===== src/rtl/hsst_rst_pkg.sv =====
// Shared constants for the HSST reset release sequencer: sequencing modes
// and default hold-counter sizing.
package hsst_rst_pkg;

  localparam int SEQ_INDEP   = 0;
  localparam int SEQ_ORDERED = 1;

  localparam int          DEF_CNT_WIDTH   = 16;
  localparam int unsigned DEF_HOLD_CYCLES = 32'h0000_C000;

  // True when a hold count can be represented in a counter of the given width
  function automatic logic hold_fits(input int unsigned hold, input int cnt_width);
    logic [63:0] limit_v;
    limit_v = 64'd1 << cnt_width;
    return (64'(hold) < limit_v);
  endfunction

endpackage


===== src/rtl/hsst_rst_chan_v1_0.sv =====
// One reset channel: request synchroniser, glitch filter, saturating hold
// counter and the registered active-low reset output.
module hsst_rst_chan_v1_0
  import hsst_rst_pkg::*;
#(
  parameter int          SYNC_STAGES = 2,
  parameter int          FILT_LEN    = 4,
  parameter int          CNT_WIDTH   = DEF_CNT_WIDTH,
  parameter int unsigned HOLD_CYCLES = DEF_HOLD_CYCLES
) (
  input  logic clk,
  input  logic rst_in,
  input  logic rstn_req,
  input  logic force_rst,
  input  logic en,
  output logic req_ok,
  output logic rstn_out
);

  localparam logic [CNT_WIDTH-1:0] HOLD_VAL = CNT_WIDTH'(HOLD_CYCLES);

  logic [SYNC_STAGES-1:0] sync_r;
  logic                   sync_s;
  logic                   req_ok_r;
  logic [CNT_WIDTH-1:0]   cnt_r;
  logic [CNT_WIDTH-1:0]   cnt_nxt_s;
  logic                   rstn_out_r;
  logic                   rstn_nxt_s;

  // Synchroniser chain for the asynchronous request
  always_ff @(posedge clk or posedge rst_in) begin
    if (rst_in) begin
      sync_r <= {SYNC_STAGES{1'b0}};
    end else begin
      sync_r <= {sync_r[SYNC_STAGES-2:0], rstn_req};
    end
  end

  assign sync_s = sync_r[SYNC_STAGES-1];

  // The filter window is the current synced sample plus FILT_LEN-1 history bits,
  // so req_ok sets on the edge that samples the FILT_LEN-th consecutive one.
  if (FILT_LEN == 1) begin : g_filt_one
    // Single-sample filter: request qualifies directly
    always_ff @(posedge clk or posedge rst_in) begin
      if (rst_in) begin
        req_ok_r <= 1'b0;
      end else begin
        req_ok_r <= sync_s;
      end
    end
  end else begin : g_filt_shift
    logic [FILT_LEN-2:0] filt_r;
    logic [FILT_LEN-1:0] win_s;

    assign win_s = {filt_r, sync_s};

    // History shift register and all-ones qualification
    always_ff @(posedge clk or posedge rst_in) begin
      if (rst_in) begin
        filt_r   <= {(FILT_LEN-1){1'b0}};
        req_ok_r <= 1'b0;
      end else begin
        filt_r   <= win_s[FILT_LEN-2:0];
        req_ok_r <= &win_s;
      end
    end
  end

  // Hold counter and output decision; saturates at HOLD_VAL instead of wrapping
  always_comb begin
    cnt_nxt_s  = cnt_r;
    rstn_nxt_s = 1'b0;
    if (!en || force_rst) begin
      cnt_nxt_s  = {CNT_WIDTH{1'b0}};
      rstn_nxt_s = 1'b0;
    end else if (cnt_r == HOLD_VAL) begin
      cnt_nxt_s  = cnt_r;
      rstn_nxt_s = 1'b1;
    end else begin
      cnt_nxt_s  = cnt_r + CNT_WIDTH'(1'b1);
      rstn_nxt_s = 1'b0;
    end
  end

  // Counter and output registers
  always_ff @(posedge clk or posedge rst_in) begin
    if (rst_in) begin
      cnt_r      <= {CNT_WIDTH{1'b0}};
      rstn_out_r <= 1'b0;
    end else begin
      cnt_r      <= cnt_nxt_s;
      rstn_out_r <= rstn_nxt_s;
    end
  end

  assign req_ok   = req_ok_r;
  assign rstn_out = rstn_out_r;

endmodule


===== src/rtl/hsst_rst_seq_mc_v1_0.sv =====
// Multi-channel reset release sequencer: per-channel filtered/held resets with
// optional strict index-order release, release pulses and a group-done flag.
module hsst_rst_seq_mc_v1_0
  import hsst_rst_pkg::*;
#(
  parameter int          CH_NUM      = 4,
  parameter int          SYNC_STAGES = 2,
  parameter int          FILT_LEN    = 4,
  parameter int          CNT_WIDTH   = DEF_CNT_WIDTH,
  parameter int unsigned HOLD_CYCLES = DEF_HOLD_CYCLES,
  parameter int          SEQ_MODE    = SEQ_INDEP
) (
  input  logic              clk,
  input  logic              rst_in,
  input  logic [CH_NUM-1:0] rstn_req,
  input  logic [CH_NUM-1:0] force_rst,
  output logic [CH_NUM-1:0] rstn_out,
  output logic [CH_NUM-1:0] rel_pulse,
  output logic              all_done
);

  if (!hold_fits(HOLD_CYCLES, CNT_WIDTH)) begin : g_chk_hold
    $error("HOLD_CYCLES does not fit in CNT_WIDTH bits");
  end
  if (SYNC_STAGES < 2) begin : g_chk_sync
    $error("SYNC_STAGES must be at least 2");
  end
  if (FILT_LEN < 1) begin : g_chk_filt
    $error("FILT_LEN must be at least 1");
  end
  if ((CH_NUM < 1) || (CH_NUM > 16)) begin : g_chk_ch
    $error("CH_NUM must be in 1..16");
  end

  logic [CH_NUM-1:0] req_ok_s;
  logic [CH_NUM-1:0] en_s;
  logic [CH_NUM-1:0] rstn_out_s;
  logic [CH_NUM-1:0] rstn_out_d_r;
  logic [CH_NUM-1:0] rel_pulse_r;
  logic              all_done_r;

  for (genvar i = 0; i < CH_NUM; i++) begin : g_ch
    // Ordered mode gates each channel on its predecessor's released output,
    // so a drop ripples up the chain one edge per channel.
    if ((SEQ_MODE == SEQ_ORDERED) && (i > 0)) begin : g_en_ord
      assign en_s[i] = req_ok_s[i] & rstn_out_s[i-1];
    end else begin : g_en_ind
      assign en_s[i] = req_ok_s[i];
    end

    hsst_rst_chan_v1_0 #(
      .SYNC_STAGES (SYNC_STAGES),
      .FILT_LEN    (FILT_LEN),
      .CNT_WIDTH   (CNT_WIDTH),
      .HOLD_CYCLES (HOLD_CYCLES)
    ) u_chan (
      .clk       (clk),
      .rst_in    (rst_in),
      .rstn_req  (rstn_req[i]),
      .force_rst (force_rst[i]),
      .en        (en_s[i]),
      .req_ok    (req_ok_s[i]),
      .rstn_out  (rstn_out_s[i])
    );
  end

  // Release-edge pulses and group completion status
  always_ff @(posedge clk or posedge rst_in) begin
    if (rst_in) begin
      rstn_out_d_r <= {CH_NUM{1'b0}};
      rel_pulse_r  <= {CH_NUM{1'b0}};
      all_done_r   <= 1'b0;
    end else begin
      rstn_out_d_r <= rstn_out_s;
      rel_pulse_r  <= rstn_out_s & ~rstn_out_d_r;
      all_done_r   <= &rstn_out_s;
    end
  end

  assign rstn_out  = rstn_out_s;
  assign rel_pulse = rel_pulse_r;
  assign all_done  = all_done_r;

endmodule


===== config.mk =====
export PLATFORM = sky130hd
export DESIGN_NAME = hsst_rst_seq_mc_v1_0
export DESIGN_NICKNAME = d
export VERILOG_FILES = /design/src/rtl/hsst_rst_pkg.sv /design/src/rtl/hsst_rst_chan_v1_0.sv /design/src/rtl/hsst_rst_seq_mc_v1_0.sv
export SDC_FILE = /design/constraint.sdc
export NUM_CORES = 1
export LEC_CHECK = 0
export ABC_AREA = 1
export CORE_MARGIN = 8
export CORE_UTILIZATION = 60
export CTS_CLUSTER_DIAMETER = 50
export DETAILED_ROUTE_END_ITERATION = 6
export PLACE_DENSITY = 0.79
export SLEW_MARGIN = 20
export SYNTH_ARGS = -nofsm -noshare
export SYNTH_HDL_FRONTEND = slang
export SYNTH_SLANG_ARGS = --single-unit

===== constraint.sdc =====
create_clock -name clk -period 5 [get_ports clk]
set_clock_uncertainty 0.2 [all_clocks]
set_input_delay 1 -clock clk [delete_from_list [all_inputs] [get_ports clk]]
set_output_delay 1 -clock clk [all_outputs]
set_load 0.005 [all_outputs]

== Yosys cells after proc, flatten, opt, wreduce, memory -nomap -nowiden ==
Index checks and enable logic that the tools add are counted.
Word-level totals
  register bits: 101
  output and inout bits: 9
  logic and storage cells: 66
Cells by class
  add/sub/neg operators: 4
  equal/unequal tests: 8
  bitwise operators: 2
  reductions and logical operators: 13
  multiplexer cells: 16
Operators by type and width (number)
  2-to-1 mux 16 bit: 8
  adder 16 x 1 -> 16 bit (second input constant): 4
  == test 16 bit (second input constant): 4
  AND reduction 4 bit: 5
  2-to-1 mux 1 bit: 8
  inequality test 2 x 1 -> 1 bit (second input constant): 4
  bitwise AND 4 bit: 1
  zero test 1 bit: 4
  logical OR 1 bit: 4
  inverter 4 bit: 1

== Longest topological paths before layout ==
Gate-level depths: netlist (run 1).
  word-level depth: 3
  gate-level depth with buffers: 9
  gate-level depth less buffers: 9

== Modules after synthesis ==
From an unflattened synthesis (run 1), not the netlist that was laid out.
Unflattened totals
  cells, all modules: 641
  area, all modules: 5084.9 sq um
By module, submodules not included
  hsst_rst_chan_v1_0: area an instance 1203.7 sq um, cells an instance 155, instances 4
  hsst_rst_seq_mc_v1_0: area an instance 270.3 sq um, cells an instance 21, instances 1

== Worst setup path after synthesis (run 1) ==
Ideal clock, no wire load.
  kind: input-to-reg
  start: input port force_rst[1]
  end: register g_ch[1].u_chan.cnt_r[0]
  path buffers: 1
  data required time: 4.735 ns
  cell stages on the path: 4
  path slack: 3.091 ns
  setup time: 0.065 ns
  data arrival time: 1.644 ns
  cell sequence: nor2_1 buf_2 nand4_1 nand2_1
On the way
  word-level cells in the longest chain between the ends: 2
RTL lines
  start: declaration: line hsst_rst_seq_mc_v1_0.sv:16  | input logic [CH_NUM-1:0] force_rst,
  logical OR 1 bit *: line hsst_rst_chan_v1_0.sv:74  | if (!en || force_rst) begin
  inequality test 2 x 1 -> 1 bit (no line) or 2-to-1 mux 16 bit (tied branches)
  end signal: assignment: line hsst_rst_chan_v1_0.sv:89  | cnt_r <= {CNT_WIDTH{1'b0}};
  end signal: assignment: line hsst_rst_chan_v1_0.sv:92  | cnt_r <= cnt_nxt_s;
  end: declaration: line hsst_rst_chan_v1_0.sv:25  | logic [CNT_WIDTH-1:0] cnt_r;
Every way passes the cells marked *; elsewhere a longest branch is shown, timed or not.
A chain may end at the register's enable or synchronous reset.

== Worst setup path in the final report (run 1) ==
  start: input port force_rst[2]
  end: register g_ch[2].u_chan.cnt_r[4]
On the way
  word-level cells in the longest chain between the ends: 2
RTL lines (line)
  logical OR 1 bit *: hsst_rst_chan_v1_0.sv:74
  inequality test 2 x 1 -> 1 bit (no line) or 2-to-1 mux 16 bit (tied branches)
  end signal: assignment: hsst_rst_chan_v1_0.sv:89
  end signal: assignment: hsst_rst_chan_v1_0.sv:92
  end: declaration: hsst_rst_chan_v1_0.sv:25
Marks and branches as above.

==> results by group, run 1 <==
Timing
  – Pins Over Slew Limit: 0
  – Slew @ Worst Pin: 1.05 ns
  – RSZ-0062 raised after global routing: no
  – Fmax: 389 MHz
  – Setup_tns: 0 ns
  – Final Cycle Share: 0.514
  – Final Worst Setup Slack: 2.43 ns
  – Fin Hold WS: 0.154 ns
  – Setup violations, final: 0
  – Max-slew headroom: 0.296
  – Period minus WS final: 2.57 ns
  – Fin. Hold Viols: 0

Place
  – Detail Placement HPWL: 6.88 mm
  – Routability cong.: 0.934
  – Area post-placement: 5260 um2
  – Dpl ws: 2.05 ns
  – Port bufs: 18

Yosys
  – Sequential-to-total area share from yosys stat: 0.506
  – Post-synth EDFFs: 0
  – Syn_nets: 666
  – Seq cells post-synth: 101
  – Cells after Synth: 648
  – Synth area leader: dfrtp_1
  – Number of library cell types mapped by synthesis: 30
  – Synth area leaders: dfrtp_1 (51%), nand2_1 (11%), nor2_1 (10%)
  – Prevailing post-synth register cell: dfrtp_1
  – Synth cell count leaders: nand2_1 (149), nor2_1 (138), dfrtp_1 (101)
  – Syn Area/Cell: 7.70 um2
  – Share of flip-flops with an asynchronous set or reset: 1.00
  – Share of the synthesized area in the top cell type: 0.506
  – YS warnings: 0
  – Cell area after synthesis: 4990 um2
  – Count leader, synth: nand2_1

Finish
  – Post-route cell area: 5420 um2
  – Layout cell share with drive strength beyond 1: 0.0461
  – Diode count: 0
  – NumNets Final: 687
  – Area grow syn2layout: 8.60%

Floorplanning
  – Die H: 107 um
  – Core area: 8130 um2
  – Chip Width: 107 um
  – Initial core utilization: 0.614
  – Std cell rows: 33
  – Top Ports: 19
  – Die area: 11500 um2

Clock network
  – Clock root buffer: clkbuf_8
  – Clk_lat worst skew: 0.35 ns
  – Clock transition at path regs: 0.09 ns
  – # hold bufs at CTS: 0
  – CTS sink count: 101
  – Post_cts resized: 0
  – Post-CTS Setup Bufs: 0
  – H-Tree Depth: 3
  – TritonCTS clock tree: yes
  – Clock tree buffer depth: 2
  – Cts bufs inserted: 9

Worst setup path
  – Setup crit start kind: primary input
  – Worst-path maximum fanout: 15
  – CP peak stage delay: 0.71 ns
  – Crit path kind: in -> reg
  – WP data required: 5.10 ns
  – WP data arrival: 2.67 ns
  – Worst path cell trace: clkdlybuf4s50_1 -> nor2_1 -> inv_1 -> a21oi_1 -> o21a_1
  – Slowest CP cell: nor2_1
  – CP Capture Type: flip-flop

Power
  – Leakage: 0.00257 uW
  – VDD IR max: 0.178 mV
  – Gate power share: 0.026
  – Sw Ratio: 0.219
  – PwrDens: 243 nW/um2
  – Clock power frac: 0.343
  – Sequential Power Share: 0.631
  – Switching power: 289 uW
  – Internal power: 1030 uW

Drt
  – Vias: 4040
  – Wire per inst: 12.1 um
  – Final ANT Viol Nets: 0
  – Avg Vias per Cell: 5.19
  – Iter 0 DRT Violations: 205
  – Wirelength, routed: 9.38 mm
  – DR pass1 iterations: 4
  – DRC: 0

Min path
  – Worst hold-check path type: reg -> reg

Global route
  – GR Overflow Total: 0
  – Global-route wire length before repair: 16.8 mm
  – Total global routing track utilization: 0.177
  – Number of global-route vias before repair: 3905
  – Antenna violations before repair: 0
  – Largest net degree at the start of global routing: 44

Status
  – Status: complete, no violations

Flow run
  – Maxcap violations: 0
## through the flow
step | util | power (uW) | instances
final | 0.667 | 1320 | 778
after global placement | 0.646 | 880 | 763
after CTS | 0.667 | 1340 | 778
after floorplan | - | 865 | 648
after detailed placement | 0.646 | 882 | 763
after global routing | 0.667 | 1370 | 778
## placed cells by master (no fill, tap or decap), types with 8 or more instances in the layout
cell and n:
a21oi_1 19, dfrtp_1 101, nand4_1 23, inv_1 90, clkdlybuf4s50_1 18, clkbuf_8 10
nor3_1 9, o21ai_0 12, nand2_1 149, ha_1 8, nand3_1 59, nor2_1 138
## layer usage
layer	global-route usage	wire length, um	share of wire	vias to the layer above
li1	-	-	-	2067
met1	0.228	4470	0.48	1911
met2	0.290	4500	0.48	53
met3	0.0414	313	0.033	9
met4	0.0523	87	0.0093	0
met5	0	0	0	-
## final timing paths
check                                         start                  endpoint  slack, ns  depth (start not counted)
max in group asynchronous                    rst_in   g_ch[2].u_chan.cnt_r[5]       2.90                          3
max reg2reg                   g_ch[2].u_chan.req_ok   g_ch[2].u_chan.cnt_r[4]       3.14                          5
min                        g_ch[1].u_chan.sync_r[0]  g_ch[1].u_chan.sync_r[1]       0.15                          0
max                                    force_rst[2]   g_ch[2].u_chan.cnt_r[4]       2.43                          5
min reg2reg                g_ch[1].u_chan.sync_r[0]  g_ch[1].u_chan.sync_r[1]       0.15                          0
min in group asynchronous                    rst_in     g_ch[3].u_chan.req_ok       0.83                          2
## worst max-delay path: cells and delay by family
kind,cells,cell delay [ns]
AND/OR/NAND/NOR,1,0.71
AO/OA/AOI/OAI,2,0.31
buffers and inverters,2,0.64
## registers in the layout (all words and copies together) (netlist names)
name	cells
g_ch.u_chan.cnt_r	64
g_ch.u_chan.sync_r	8
g_ch.u_chan.g_filt_shift.filt_r	12
all_done	1
g_ch.u_chan.req_ok	4
rstn_out_d_r	4
rel_pulse	4
g_ch.u_chan.rstn_out	4
## cell type report
type | count | area (um2)
Clock buffer | 11 | 141
Tap cell | 105 | 131
Timing Repair Buffer | 20 | 195
Clock inverter | 4 | 25.0
Fill cell | 683 | 2710
Sequential cell | 101 | 2530
Inverter | 91 | 344
Multi-Input combinational cell | 446 | 2060
## power by group through the flow
stage | clock (uW) | sequential, uW | combinational [uW]
floorplan | 0 | 845 | 20.5
global placement | 0 | 846 | 34.1
detailed placement | 0 | 847 | 35.2
CTS | 472 | 831 | 35.3
global route | 499 | 831 | 39.8
finish | 451 | 830 | 33.5
## cell families (layout without fill, tap and decap cells)
family	after synthesis	in the layout	synth area share
compound gates	37	37	0.0396
xor+xnor	6	6	0.0105
fa+ha+maj	8	8	0.0201
buf+inv	101	126	0.0817
flops	101	101	0.506
simple gates	395	395	0.342
No activity file was read; power rests on OpenSTA's default activity.
==> run 2, diff against run 1 <==
clock period = 2.6 ns   (was 5 ns; I/O delays follow)
==> run 2 against run 1 <==
Critical path depth is 4 lower; wire length is 2.2% higher; via count increased by 1.5%; sequential share of layout area shrank 1.0 points; combinational power rose by 120%; first-iteration DRC count up 11%; non-clock buffer count increased by 6; core utilization grew 1.5 points; worst setup slack worse by 1.8 ns; sequential cell count is the same; highest routed layer unchanged.
==> results by group, run 2 (synthesis results as in run 1) <==
Status
  – Status: complete, no violations (unchanged)

Flow run
  – Maxcap violations: 0 (unchanged)

Drt
  – Final ANT Viol Nets: 0 (unchanged)
  – Wirelength, routed: 9.58 mm (was 9.38 mm)
  – DR pass1 iterations: 5 (was 4)
  – Wire per inst: 12.2 um (was 12.1 um)
  – Vias: 4100 (was 4040)
  – Iter 0 DRT Violations: 227 (was 205)
  – Avg Vias per Cell: 5.23 (was 5.19)
  – DRC: 0 (unchanged)

Timing
  – Fmax: 497 MHz
  – Fin. Hold Viols: 0 (unchanged)
  – Final Cycle Share: 0.773
  – Period minus WS final: 2.01 ns
  – Pins Over Slew Limit: 0 (unchanged)
  – Max-slew headroom: 0.681 (was 0.296)
  – RSZ-0062 raised after global routing: no (unchanged)
  – Setup_tns: 0 ns (unchanged)
  – Setup violations, final: 0 (unchanged)
  – Slew @ Worst Pin: 0.479 ns (was 1.05 ns)

Finish
  – Area grow syn2layout: 11.0% (was 8.60%)
  – Post-route cell area: 5540 um2 (was 5420 um2)
  – Max reg flops: 64 (unchanged)
  – Most frequent cells in the layout: nand2_1 (149), nor2_1 (138), dfrtp_1 (101) (unchanged)
  – Most common cell after layout, fill and taps aside: nand2_1 (unchanged)
  – Non-filler cells, final: 784 (was 778)
  – Largest Register: g_ch.u_chan.cnt_r (unchanged)
  – Regs by FF count: g_ch.u_chan.cnt_r: 64 flops, g_ch.u_chan.g_filt_shift.filt_r: 12 flops, g_ch.u_chan.sync_r: 8 flops (unchanged)
  – NumNets Final: 693 (was 687)
  – Layout cell share with drive strength beyond 1: 0.0545 (was 0.0461)
  – Diode count: 0 (unchanged)

Floorplanning
  – Chip Width: 107 um (unchanged)
  – Top Ports: 19 (unchanged)
  – Std cell rows: 33 (unchanged)
  – Die H: 107 um (unchanged)
  – Die area: 11500 um2 (unchanged)
  – Initial core utilization: 0.614 (unchanged)
  – Core area: 8130 um2 (unchanged)

Global route
  – Global-route wire length before repair: 17.3 mm (was 16.8 mm)
  – Largest net degree at the start of global routing: 57 (was 44)
  – Total global routing track utilization: 0.184 (was 0.177)
  – Number of global-route vias before repair: 4029 (was 3905)
  – Antenna violations before repair: 0 (unchanged)
  – GR Overflow Total: 0 (unchanged)

Clock network
  – Cts bufs inserted: 9 (unchanged)
  – H-Tree Depth: 3 (unchanged)
  – # hold bufs at CTS: 0 (unchanged)
  – TritonCTS clock tree: yes (unchanged)
  – Clock transition at path regs: 0.09 ns (about the same)
  – Post-CTS Setup Bufs: 0 (unchanged)
  – CTS sink count: 101 (unchanged)
  – Clock root buffer: clkbuf_8 (unchanged)
  – Post_cts resized: 0 (unchanged)
  – Clock tree buffer depth: 2 (unchanged)
  – Clk_lat worst skew: 0.36 ns (was 0.35 ns)

Min path
  – Worst hold-check path type: reg -> reg (unchanged)
  – Worst min-delay path endpoint: g_ch[2].u_chan.sync_r[1] (was g_ch[1].u_chan.sync_r[1])
  – Min-Delay Startpoint: g_ch[2].u_chan.sync_r[0] (was g_ch[1].u_chan.sync_r[0])
  – Hold Crit Depth: 0 (unchanged)

Worst setup path
  – WP data required: 1.88 ns (was 5.10 ns)
  – Number of cells on the critical path: 1 (was 5)
  – Crit-path leading delay family: buffers and inverters (was simple AND/OR/NAND/NOR gates)
  – CP Capture Type: output pin (was flip-flop)
  – Worst-path maximum fanout: 3 (was 15)
  – CP peak stage delay: 0.52 ns (was 0.71 ns)
  – WP data arrival: 1.29 ns (was 2.67 ns)
  – Worst path cell trace: clkdlybuf4s50_1 (was clkdlybuf4s50_1 -> nor2_1 -> inv_1 -> a21oi_1 -> o21a_1)
  – Slowest CP cell: clkdlybuf4s50_1 (was nor2_1)
  – Crit path buffers/inverters: 1 (was 2)
  – Crit path kind: reg -> out (was in -> reg)
  – R2R Setup Slk: 0.89 ns (was 3.14 ns)
  – Reg2Reg Depth: 8 (was 5)
  – Setup crit start kind: flip-flop (was primary input)
  – R2R Path End: g_ch[0].u_chan.cnt_r[14] (was g_ch[2].u_chan.cnt_r[4])
  – Worst R2R Start: g_ch[0].u_chan.cnt_r[0] (was g_ch[2].u_chan.req_ok)

Power
  – PwrDens: 495 nW/um2 (was 243 nW/um2)
  – VDD IR max: 0.319 mV (was 0.178 mV)
  – Leakage: 0.00263 uW (was 0.00257 uW)

Place
  – Port bufs: 18 (unchanged)
  – Post-Place Cells: 769 (was 763)
  – Detail Placement HPWL: 7.11 mm (was 6.88 mm)
  – Area post-placement: 5330 um2 (was 5260 um2)
  – Routability cong.: 0.885 (was 0.934)
-- run 2: worst max path at each step --
| stage | from | end | slack, ns |
|---|---|---|---|
| after global routing | g_ch[0].u_chan.rstn_out | rstn_out[0] | 0.54 |
| after global placement | force_rst[0] | g_ch[0].u_chan.cnt_r[14] | 0.63 |
| after CTS | g_ch[0].u_chan.rstn_out | rstn_out[0] | 0.56 |
| after floorplan | rst_in | all_done | 0.68 |
| after detailed placement | force_rst[0] | g_ch[0].u_chan.cnt_r[14] | 0.57 |
| final | g_ch[0].u_chan.rstn_out | rstn_out[0] | 0.59 |
-- run 2: report_power, final --
group | switching [uW] | internal, uW
Sequential | 8.04 | 1590
Clock | 510 | 562
Combinational | 46.0 | 26.2
-- run 2: layout make-up --
class | count | area [um2]
fill | 639 | 2590
timing repair buffer | 26 | 265
clock inverter | 4 | 72.6
tap | 105 | 131
multi-input combinational | 446 | 2060
inverter | 91 | 345
clock buffer | 11 | 141
sequential | 101 | 2530
-- run 2: through the flow --
step	total power (uW)	setup WS [ns]	util	hold slack, ns
2_1_floorplan	1660	0.676	-	0.131
3_3_place_gp	1700	0.634	0.655	0.138
3_5_place_dp	1700	0.567	0.655	0.139
4_1_cts	2780	0.557	0.681	0.161
5_1_grt	2840	0.539	0.681	0.174
6_report	2740	0.589	0.681	0.159
-- run 2: routing by layer --
| layer | vias up | wire [um] | GRT usage |
|---|---|---|---|
| li1 | 2087 | - | - |
| met1 | 1906 | 4450 | 0.233 |
| met2 | 84 | 4500 | 0.298 |
| met3 | 23 | 403 | 0.0408 |
| met4 | 0 | 218 | 0.0764 |
| met5 | - | 0 | 0 |
==> run 3, diff against run 2 <==
clock period = 1.86 ns   (was 2.6 ns; I/O delays follow)
==> run 3 against run 2 <==
Sequential share of layout area about the same; design area about the same; critical endpoint unchanged; wire length up 2.1%; clock power up 23%; via count up 0.78%; core utilization up 0.062 points.
==> results by group, run 3 (synthesis results as in run 1) <==
Worst setup path
  – Number of cells on the critical path: 1 (unchanged)
  – Crit path buffers/inverters: 1 (unchanged)
  – Worst-path maximum fanout: 2 (was 3)
  – Slowest CP cell: clkdlybuf4s50_1 (unchanged)
  – Crit path kind: reg -> out (unchanged)
  – Reg2Reg Depth: 6 (was 8)
  – WP data required: 1.29 ns (was 1.88 ns)
  – CP Capture Type: output pin (unchanged)
  – Setup crit start kind: flip-flop (unchanged)
  – CP peak stage delay: 0.51 ns (was 0.52 ns)
  – Crit-path leading delay family: buffers and inverters (unchanged)
  – Worst path cell trace: clkdlybuf4s50_1 (unchanged)
  – WP data arrival: 1.21 ns (was 1.29 ns)

Timing
  – Fin. Hold Viols: 0 (unchanged)
  – Period minus WS final: 1.78 ns
  – RSZ-0062 raised after global routing: no (unchanged)
  – Fmax: 561 MHz
  – Final Cycle Share: 0.958
  – Setup violations, final: 0 (unchanged)
  – Slew @ Worst Pin: 0.464 ns (was 0.479 ns)
  – Setup_tns: 0 ns (unchanged)
  – Max-slew headroom: 0.688 (was 0.681)
  – Pins Over Slew Limit: 0 (unchanged)

Finish
  – Fillers: 671 (was 639)
  – Diode count: 0 (unchanged)
  – Most frequent cells in the layout: nand2_1 (149), nor2_1 (138), dfrtp_1 (101) (unchanged)
  – Most common cell after layout, fill and taps aside: nand2_1 (unchanged)
  – NumNets Final: 694 (was 693)
  – Area grow syn2layout: 11.1% (was 11.0%)
  – Layout cell share with drive strength beyond 1: 0.0545 (unchanged)
  – Regs by FF count: g_ch.u_chan.cnt_r: 64 flops, g_ch.u_chan.g_filt_shift.filt_r: 12 flops, g_ch.u_chan.sync_r: 8 flops (unchanged)
  – Max reg flops: 64 (unchanged)
  – Largest Register: g_ch.u_chan.cnt_r (unchanged)

Status
  – Status: complete, no violations (unchanged)

Global route
  – Antenna violations before repair: 0 (unchanged)
  – GR Overflow Total: 0 (unchanged)
  – Global-route wire length before repair: 17.6 mm (was 17.3 mm)
  – Total global routing track utilization: 0.185 (was 0.184)
  – Number of global-route vias before repair: 4056 (was 4029)
  – Largest net degree at the start of global routing: 37 (was 57)

Drt
  – Iter 0 DRT Violations: 172 (was 227)
  – Vias: 4132 (was 4100)
  – Wirelength, routed: 9.78 mm (was 9.58 mm)
  – Final ANT Viol Nets: 0 (unchanged)
  – DRC: 0 (unchanged)
  – DR WL met3: 382 um (was 403 um)
  – WL met2: 4.83 mm (was 4.50 mm)
  – DR pass1 iterations: 4 (was 5)
  – Avg Vias per Cell: 5.27 (was 5.23)
  – Highest metal used: met4 (unchanged)
  – Wire per inst: 12.5 um (was 12.2 um)
  – WL met1: 4.39 mm (was 4.45 mm)

Clock network
  – CTS sink count: 101 (unchanged)
  – TritonCTS clock tree: yes (unchanged)
  – Clock root buffer: clkbuf_8 (unchanged)
  – Cts bufs inserted: 9 (unchanged)
  – Clk_lat worst skew: 0.35 ns (was 0.36 ns)
  – H-Tree Depth: 3 (unchanged)
  – Clock tree buffer depth: 2 (unchanged)
  – Clock transition at path regs: 0.09 ns (about the same)

Min path
  – Worst hold-check path type: in -> async (was reg -> reg)

Flow run
  – Maxcap violations: 0 (unchanged)

Floorplanning
  – Top Ports: 19 (unchanged)
  – Die H: 107 um (unchanged)
  – Die area: 11500 um2 (unchanged)
  – Chip Width: 107 um (unchanged)
  – Core area: 8130 um2 (unchanged)
  – Initial core utilization: 0.614 (unchanged)
  – Std cell rows: 33 (unchanged)

Power
  – PwrDens: 659 nW/um2 (was 495 nW/um2)
  – VDD IR max: 0.471 mV (was 0.319 mV)
  – Pwr Total: 3650 uW (was 2740 uW)
  – Leakage: 0.00268 uW (was 0.00263 uW)

Place
  – Port bufs: 18 (unchanged)
  – Routability cong.: 0.907 (was 0.885)
  – Detail Placement HPWL: 7.35 mm (was 7.11 mm)
## run 3: changes by cell type in the layout (fill, tap and decap cells not counted), sizes merged
cell / change
clkdlybuf4s50: -3
dlymetal6s2s: +3
buf: +1
bufinv: -1
clkbuf: -1
clkinv: +1
## run 3: metal layers
metal / vias up / track usage
met5: - / 0
met4: 0 / 0.0734
met3: 22 / 0.0432
met2: 91 / 0.316
met1: 1934 / 0.221
li1: 2085 / -
## run 3: layout make-up
cell class / count / area, um2 / share of cell area
flip-flops and latches: 101 / 2530 / 0.456
clock buffers: 10 / 128 / 0.0230
repair buffers: 27 / 305 / 0.0551
inverters: 91 / 345 / 0.0623
clock inverters: 4 / 51.3 / 0.00925
well taps: 105 / 131 / 0.0237
multi-input cells: 446 / 2060 / 0.371
## run 3: what timing repair did
item,CTS,global route
buffers inserted,2,0
setup endpoints to repair,2,3
hold buffers,0,0
gates cloned,0,0
resized for setup,0,3
## run 3: worst paths after layout
path,startpoint,end,slack (ns)
worst max-delay path,g_ch[0].u_chan.rstn_out,rstn_out[0],0.08
worst min-delay path,rst_in,g_ch[0].u_chan.cnt_r[8],0.15
worst max register to register,g_ch[2].u_chan.cnt_r[1],g_ch[2].u_chan.cnt_r[10],0.14
worst min register to register,g_ch[0].u_chan.sync_r[0],g_ch[0].u_chan.sync_r[1],0.16
max in group asynchronous,rst_in,g_ch[1].u_chan.cnt_r[0],0.83
min in group clk,g_ch[0].u_chan.sync_r[0],g_ch[0].u_chan.sync_r[1],0.16
## run 3: report_power, final
| group | leakage, uW | internal (uW) | switching, uW |
|---|---|---|---|
| clock | 0.0000882 | 609 | 708 |
| combinational | 0.00123 | 40.7 | 65.0 |
| sequential | 0.00136 | 2220 | 11.8 |
## run 3: worst reg2reg max path, delay by kind of cell, from the launching register on
family	cells	cell delay (ns)
fa+ha+maj	1	0.19
flops	1	0.41
simple gates	5	0.82
## run 3: per-stage QoR
stage | setup WS, ns | cell area, um2 | util | hold WS (ns) | instances
2_1_floorplan | 0.0844 | 5000 | - | 0.131 | 648
6_report | 0.0786 | 5550 | 0.682 | 0.150 | 784
3_5_place_dp | 0.165 | 5340 | 0.657 | 0.136 | 768
3_3_place_gp | 0.187 | 5340 | 0.657 | 0.134 | 768
4_1_cts | 0.0206 | 5540 | 0.681 | 0.143 | 784
5_1_grt | 0.00421 | 5550 | 0.682 | 0.165 | 784
